File: src/rtl/core_ctrl_pkg.sv
// Shared control encodings for the multi-cycle core: opcodes, FSM states,
// immediate-format selects and ALU operation selects.
package core_ctrl_pkg;

    localparam logic [6:0] OP_R  = 7'b0110011;
    localparam logic [6:0] OP_I  = 7'b0010011;
    localparam logic [6:0] OP_LW = 7'b0000011;
    localparam logic [6:0] OP_S  = 7'b0100011;
    localparam logic [6:0] OP_SB = 7'b1100011;

    typedef enum logic [2:0] {
        ST_IDLE   = 3'd0,
        ST_FETCH  = 3'd1,
        ST_DECODE = 3'd2,
        ST_EXEC   = 3'd3,
        ST_MEM    = 3'd4,
        ST_WB     = 3'd5,
        ST_TRAP   = 3'd7
    } state_e;

    localparam logic [1:0] IMM_SEL_I    = 2'b00;
    localparam logic [1:0] IMM_SEL_S    = 2'b01;
    localparam logic [1:0] IMM_SEL_SB   = 2'b10;
    localparam logic [1:0] IMM_SEL_NONE = 2'b11;

    localparam logic [1:0] ALU_OP_ADD   = 2'b00;
    localparam logic [1:0] ALU_OP_SUB   = 2'b01;
    localparam logic [1:0] ALU_OP_FUNCT = 2'b10;

    function automatic logic is_legal_op(input logic [6:0] op);
        return (op == OP_R) || (op == OP_I) || (op == OP_LW) ||
               (op == OP_S) || (op == OP_SB);
    endfunction

endpackage

File: src/rtl/ctrl_mem_timeout.sv
// Memory wait counter: counts consecutive stalled cycles in FETCH/MEM and flags
// the cycle on which the wait limit is reached. MEM_TIMEOUT = 0 disables the trap.
module ctrl_mem_timeout #(
    parameter int MEM_TIMEOUT = 16
) (
    input  logic clk,
    input  logic reset,
    input  logic waiting,
    input  logic mem_ready,
    output logic timeout
);

    localparam int W = (MEM_TIMEOUT > 1) ? $clog2(MEM_TIMEOUT) : 1;
    localparam logic [W-1:0] LAST = (MEM_TIMEOUT > 0) ? W'(MEM_TIMEOUT - 1) : '0;

    logic [W-1:0] cnt_q, cnt_d;
    logic         stall;

    // Any cycle that is not a stall clears the count, so each FETCH/MEM entry starts at 0.
    always_comb begin
        stall = waiting && !mem_ready;
        cnt_d = stall ? cnt_q + W'(1) : '0;
    end

    always_ff @(posedge clk or posedge reset) begin
        if (reset) begin
            cnt_q <= '0;
        end else begin
            cnt_q <= cnt_d;
        end
    end

    assign timeout = (MEM_TIMEOUT != 0) && stall && (cnt_q == LAST);

endmodule

File: src/rtl/multicycle_control_fsm.sv
// Multi-cycle control FSM: fetch/decode/exec/mem/wb sequencing with memory timeout trap.
// Optional PERF_COUNT_EN macro adds cycle_count and instr_retired outputs.
module multicycle_control_fsm
    import core_ctrl_pkg::*;
#(
    parameter int MEM_TIMEOUT = 16,
    parameter int CNT_W       = 32
) (
    input  logic             clk,
    input  logic             reset,
    input  logic [31:0]      instr,
    input  logic             mem_ready,
    input  logic             zero,
    output logic             mem_req,
    output logic             mem_we,
    output logic             ir_write,
    output logic             pc_write,
    output logic             pc_src,
    output logic             reg_write,
    output logic             mem_to_reg,
    output logic             alu_src,
    output logic [1:0]       alu_op,
    output logic [1:0]       imm_sel,
    output logic             illegal,
`ifdef PERF_COUNT_EN
    output logic [CNT_W-1:0] cycle_count,
    output logic [CNT_W-1:0] instr_retired,
`endif
    output logic [2:0]       state_o
);

    state_e     state_q, state_d;
    logic [6:0] op_q, op_d;
    logic       waiting;
    logic       timeout;
    logic       retire;
    logic       unused_instr;

    assign unused_instr = ^instr[31:7];
    assign waiting      = (state_q == ST_FETCH) || (state_q == ST_MEM);
    assign state_o      = state_q;

    ctrl_mem_timeout #(
        .MEM_TIMEOUT(MEM_TIMEOUT)
    ) u_timeout (
        .clk      (clk),
        .reset    (reset),
        .waiting  (waiting),
        .mem_ready(mem_ready),
        .timeout  (timeout)
    );

    always_ff @(posedge clk or posedge reset) begin
        if (reset) begin
            state_q <= ST_IDLE;
            op_q    <= '0;
        end else begin
            state_q <= state_d;
            op_q    <= op_d;
        end
    end

    always_comb begin
        state_d    = state_q;
        op_d       = op_q;
        mem_req    = 1'b0;
        mem_we     = 1'b0;
        ir_write   = 1'b0;
        pc_write   = 1'b0;
        pc_src     = 1'b0;
        reg_write  = 1'b0;
        mem_to_reg = 1'b0;
        alu_src    = 1'b0;
        alu_op     = ALU_OP_ADD;
        imm_sel    = IMM_SEL_NONE;
        illegal    = 1'b0;
        retire     = 1'b0;

        case (state_q)
            ST_IDLE: state_d = ST_FETCH;

            ST_FETCH: begin
                mem_req = 1'b1;
                if (mem_ready) begin
                    ir_write = 1'b1;
                    pc_write = 1'b1;
                    state_d  = ST_DECODE;
                end else if (timeout) begin
                    state_d = ST_TRAP;
                end
            end

            // Opcode is captured here; later states never look at the IR again.
            ST_DECODE: begin
                op_d    = instr[6:0];
                state_d = is_legal_op(instr[6:0]) ? ST_EXEC : ST_TRAP;
            end

            ST_EXEC: begin
                case (op_q)
                    OP_R: begin
                        alu_op  = ALU_OP_FUNCT;
                        state_d = ST_WB;
                    end
                    OP_I: begin
                        alu_op  = ALU_OP_FUNCT;
                        alu_src = 1'b1;
                        imm_sel = IMM_SEL_I;
                        state_d = ST_WB;
                    end
                    OP_LW: begin
                        alu_src = 1'b1;
                        imm_sel = IMM_SEL_I;
                        state_d = ST_MEM;
                    end
                    OP_S: begin
                        alu_src = 1'b1;
                        imm_sel = IMM_SEL_S;
                        state_d = ST_MEM;
                    end
                    OP_SB: begin
                        alu_op   = ALU_OP_SUB;
                        imm_sel  = IMM_SEL_SB;
                        pc_write = zero;
                        pc_src   = 1'b1;
                        retire   = 1'b1;
                        state_d  = ST_FETCH;
                    end
                    default: state_d = ST_TRAP;
                endcase
            end

            // Address operands stay as in EXEC so the address is stable while waiting.
            ST_MEM: begin
                mem_req = 1'b1;
                mem_we  = (op_q == OP_S);
                alu_src = 1'b1;
                imm_sel = (op_q == OP_S) ? IMM_SEL_S : IMM_SEL_I;
                if (mem_ready) begin
                    retire  = (op_q == OP_S);
                    state_d = (op_q == OP_S) ? ST_FETCH : ST_WB;
                end else if (timeout) begin
                    state_d = ST_TRAP;
                end
            end

            ST_WB: begin
                reg_write  = 1'b1;
                mem_to_reg = (op_q == OP_LW);
                retire     = 1'b1;
                state_d    = ST_FETCH;
            end

            ST_TRAP: illegal = 1'b1;

            default: state_d = ST_TRAP;
        endcase
    end

`ifdef PERF_COUNT_EN
    logic [CNT_W-1:0] cycle_count_q, cycle_count_d;
    logic [CNT_W-1:0] instr_retired_q, instr_retired_d;

    always_comb begin
        cycle_count_d   = (state_q != ST_TRAP) ? cycle_count_q + CNT_W'(1) : cycle_count_q;
        instr_retired_d = retire ? instr_retired_q + CNT_W'(1) : instr_retired_q;
    end

    always_ff @(posedge clk or posedge reset) begin
        if (reset) begin
            cycle_count_q   <= '0;
            instr_retired_q <= '0;
        end else begin
            cycle_count_q   <= cycle_count_d;
            instr_retired_q <= instr_retired_d;
        end
    end

    assign cycle_count   = cycle_count_q;
    assign instr_retired = instr_retired_q;
`else
    logic unused_retire;
    localparam int UNUSED_CNT_W = CNT_W;
    assign unused_retire = retire;
`endif

endmodule

File: config.mk
export PLATFORM = sky130hd
export DESIGN_NAME = multicycle_control_fsm
export DESIGN_NICKNAME = d
export VERILOG_FILES = /design/src/rtl/core_ctrl_pkg.sv /design/src/rtl/ctrl_mem_timeout.sv /design/src/rtl/multicycle_control_fsm.sv
export SDC_FILE = /design/constraint.sdc
export NUM_CORES = 1
export LEC_CHECK = 0
export BUFFER_PORTS_ARGS = -buffer_cell sky130_fd_sc_hd__buf_2
export CAP_MARGIN = 20
export CORE_ASPECT_RATIO = 0.7
export CORE_MARGIN = 2
export CORE_UTILIZATION = 37
export DETAILED_ROUTE_END_ITERATION = 8
export HOLD_SLACK_MARGIN = 0.15
export PLACE_DENSITY = 0.74
export SLEW_MARGIN = 20
export SYNTH_ARGS = -nofsm -noshare
export SYNTH_HDL_FRONTEND = slang
export SYNTH_SLANG_ARGS = --single-unit
export TNS_END_PERCENT = 30
File: constraint.sdc
create_clock -name clk -period 1.3 [get_ports clk]
set_clock_uncertainty 0.05 [all_clocks]
set_input_delay 0 -clock clk [delete_from_list [all_inputs] [get_ports clk]]
set_output_delay 0 -clock clk [all_outputs]
set_load 0.01 [all_outputs]
==> metrics.yaml <==
global_route:
  grt_max_degree: 15
  met1_usage: 0.283
  grt_pass1_vias: 798
  grt-ovfl-total: 0
  gr-usage-met3: 0.0457
  grt_pass1_wl_mm: 3.78
  busiest_layer: "met2"
  antenna_found_initial: 0
  met2_usage: 0.303
  grt_util_all_layers: 0.201
detailed_routing:
  drt-vias-per-instance: 5.31
  drtAntennaViolNets: 0
  drt-initial-drc-count: 23
  vias: 882
  wirelength_mm: 2.32
  dr.pass1.iters: 4
  drc_errors: 0
  wl_per_cell_um: 14.0
power:
  p_switching_mw: 0.245
  cellLeakagePower_nw: 0.669
  p_seq_frac: 0.475
  internal_power_mw: 0.711
  combPwrFrac: 0.188
  p_per_area_mw_per_mm2: 693
  finalPower_mw: 0.956
  peakVddDrop_uv: 429
  pwr-share-clk: 0.336
  swShare: 0.256
sta:
  maxSlewViolCount: 0
  fmax_mhz: 600
  setup_viol_count_final: 20
  finalHoldViolCount: 0
  slew_headroom: 0.631
  rsz0062_at_grt: "true"
  fin_crit_ps: 1670
  fin_ws_ps: -367
  fin_crit_sh: 1.28
  hold_ws_ps: 192
  tightest_slew_ps: 553
cells_and_area:
  multi_input_area_um2: 498
  drive_gt1_frac: 0.521
  layout_commonest_cell: "buf_2"
  ff_latch_area_um2: 354
  synthToLayoutAreaGrowth_pct: 72.3
  diodes: 0
  fillers: 155
  fin_nets: 180
  layout_common_cells: "buf_2, buf_4, dlygate4sd3_1, dfrtp_1"
logic_synthesis:
  ys_seq_area_frac: 0.438
  netlist.area_leader.share: 0.438
  synth_edf_count: 0
  async_flop_share: 1.00
  synth_ff_type: "dfrtp_1"
  ys_top_cells_by_area: "dfrtp_1, mux2_2, nand2b_1"
  avgSynthCellArea_um2: 9.53
  syn_area_um2: 801
  synth_cell_types: 33
  syn-num-nets: 121
  synth-warning-count: 0
  synth_top_area_cell: "dfrtp_1"
  synth_cells: 84
  ys_ff_latch: 14
setup_path:
  reg2reg_depth: 5
  end_kind: "output pin"
  r2r_end: "state_o[2]$_DFFE_PP0N_"
  r2r_setup_slack_ps: -230
  cp.required_ps: 1250
  cp_max_fo: 3
  r2r_start: "op_q[2]$_DFFE_PP0P_"
  crit_arrival_ps: 1620
  start_kind: "register"
  crit_type: "reg2out"
floorplanning:
  initial_core_util: 0.381
  fp.coreArea_mm2: 0.00210
  die-area_mm2: 0.00256
  die_w_um: 59.6
  fp-row-count: 14
  io_pins: 52
  die-height_um: 42.9
min_path:
  min_path_cells: 5
  min_path_type: "in2reg"
  hold_end: "state_o[2]$_DFFE_PP0N_"
  min_from: "instr[0]"
cts:
  clk_latency_ps: 280
  cts_tree: "done"
  h-tree-depth: 1
  cts_made_buffers: 3
  clock-sinks: 14
  clk_path_buf_depth: 2
  clk_pin_slew_ps: 90
  clock-root-buffer: "clkbuf_4"
status:
  outcome: "finished with violations"
  violations: "setup timing"
place:
  pre_cts_slack_ps: -152
  place_congestion: 0.915
  port_buffers: 26
  dp_hpwl_mm: 1.65
run:
  maxCapViolCount: 0
-- routing by layer --
metal / share of wire / up-vias
met5: 0 / -
met2: 0.47 / 43
li1: - / 411
met4: 0.026 / 0
met3: 0.068 / 8
met1: 0.44 / 420
-- synthesized netlist by cell type, drive strengths merged (2+ instances only) --
cell type  count
dfrtp         14
nor2          12
nand2b         8
mux2           6
nand2          5
inv            4
a21oi          3
buf            3
nand3          3
nor3           3
o21ai          3
a21o           2
and3           2
nor4           2
-- worst max-delay path, cell delays in order, from the launching register on --
cell and delay (ps):
dfrtp_1 380, and4bb_1 330, nand2b_1 150, nor4b_1 310
buf_2 180
-- per-stage QoR --
stage	util	instances	TNS (ps)	cell area [µm²]
final	0.657	166	-3700	1380
after global routing	0.657	166	-5170	1380
after CTS	0.638	166	-3320	1340
after detailed placement	0.519	149	-1040	1090
after global placement	0.519	149	-662	1090
after floorplan	-	84	-833	807
-- power groups by stage --
stage	registers (mW)	logic (mW)	clock network (mW)
2_1_floorplan	0.459	0.0597	0
3_3_place_gp	0.459	0.122	0
3_5_place_dp	0.459	0.126	0
4_1_cts	0.454	0.166	0.325
6_report	0.454	0.180	0.322
5_1_grt	0.456	0.195	0.357
-- worst max path at each step --
stage | from | to | slack [ps] | cells past startpoint
6_report | op_q[2]$_DFFE_PP0P_ | mem_to_reg | -370 | 4
5_1_grt | op_q[2]$_DFFE_PP0P_ | mem_to_reg | -470 | 4
4_1_cts | op_q[3]$_DFFE_PP0P_ | pc_write | -330 | 5
3_5_place_dp | op_q[3]$_DFFE_PP0P_ | state_o[2]$_DFFE_PP0N_ | -150 | 4
3_3_place_gp | op_q[3]$_DFFE_PP0P_ | state_o[2]$_DFFE_PP0N_ | -110 | 4
2_1_floorplan | state_o[1]$_DFFE_PP0N_ | state_o[2]$_DFFE_PP0N_ | -130 | 5
-- sequential cells by signal, summed over array words and instances, names as in the netlist --
| signal | flops |
|---|---|
| op_q | 7 |
| u_timeout.cnt_q | 4 |
| state_o | 3 |
-- kinds of logic (layout without fill, tap and decap cells) --
kind of cell               Yosys count  count (layout)  synth area share
buffers and inverters                7              65            0.0484
AOI/OAI and AO/OA                   13              13             0.106
DFF                                 14              14             0.438
muxes                                6               6            0.0844
adders and majority gates            1               1            0.0156
xor gates and xnor gates             2               2            0.0219
and+or+nand+nor                     41              41             0.286
-- timing repair --
item,4_1_cts,5_1_grt
resized for setup,19,9
endpoints found under the setup margin,25,26
pin swaps,6,3
hold endpoints to repair,27,0
hold buffers,11,0
buffers inserted,2,0
gates cloned,0,0
-- area by class of cell --
cell class	instances	area share
multi-input combinational	63	0.361
timing repair buffer	57	0.324
inverter	4	0.0109
clock buffer	4	0.0263
sequential	14	0.257
tap	24	0.0218
Power figures use the tool's default switching activity.
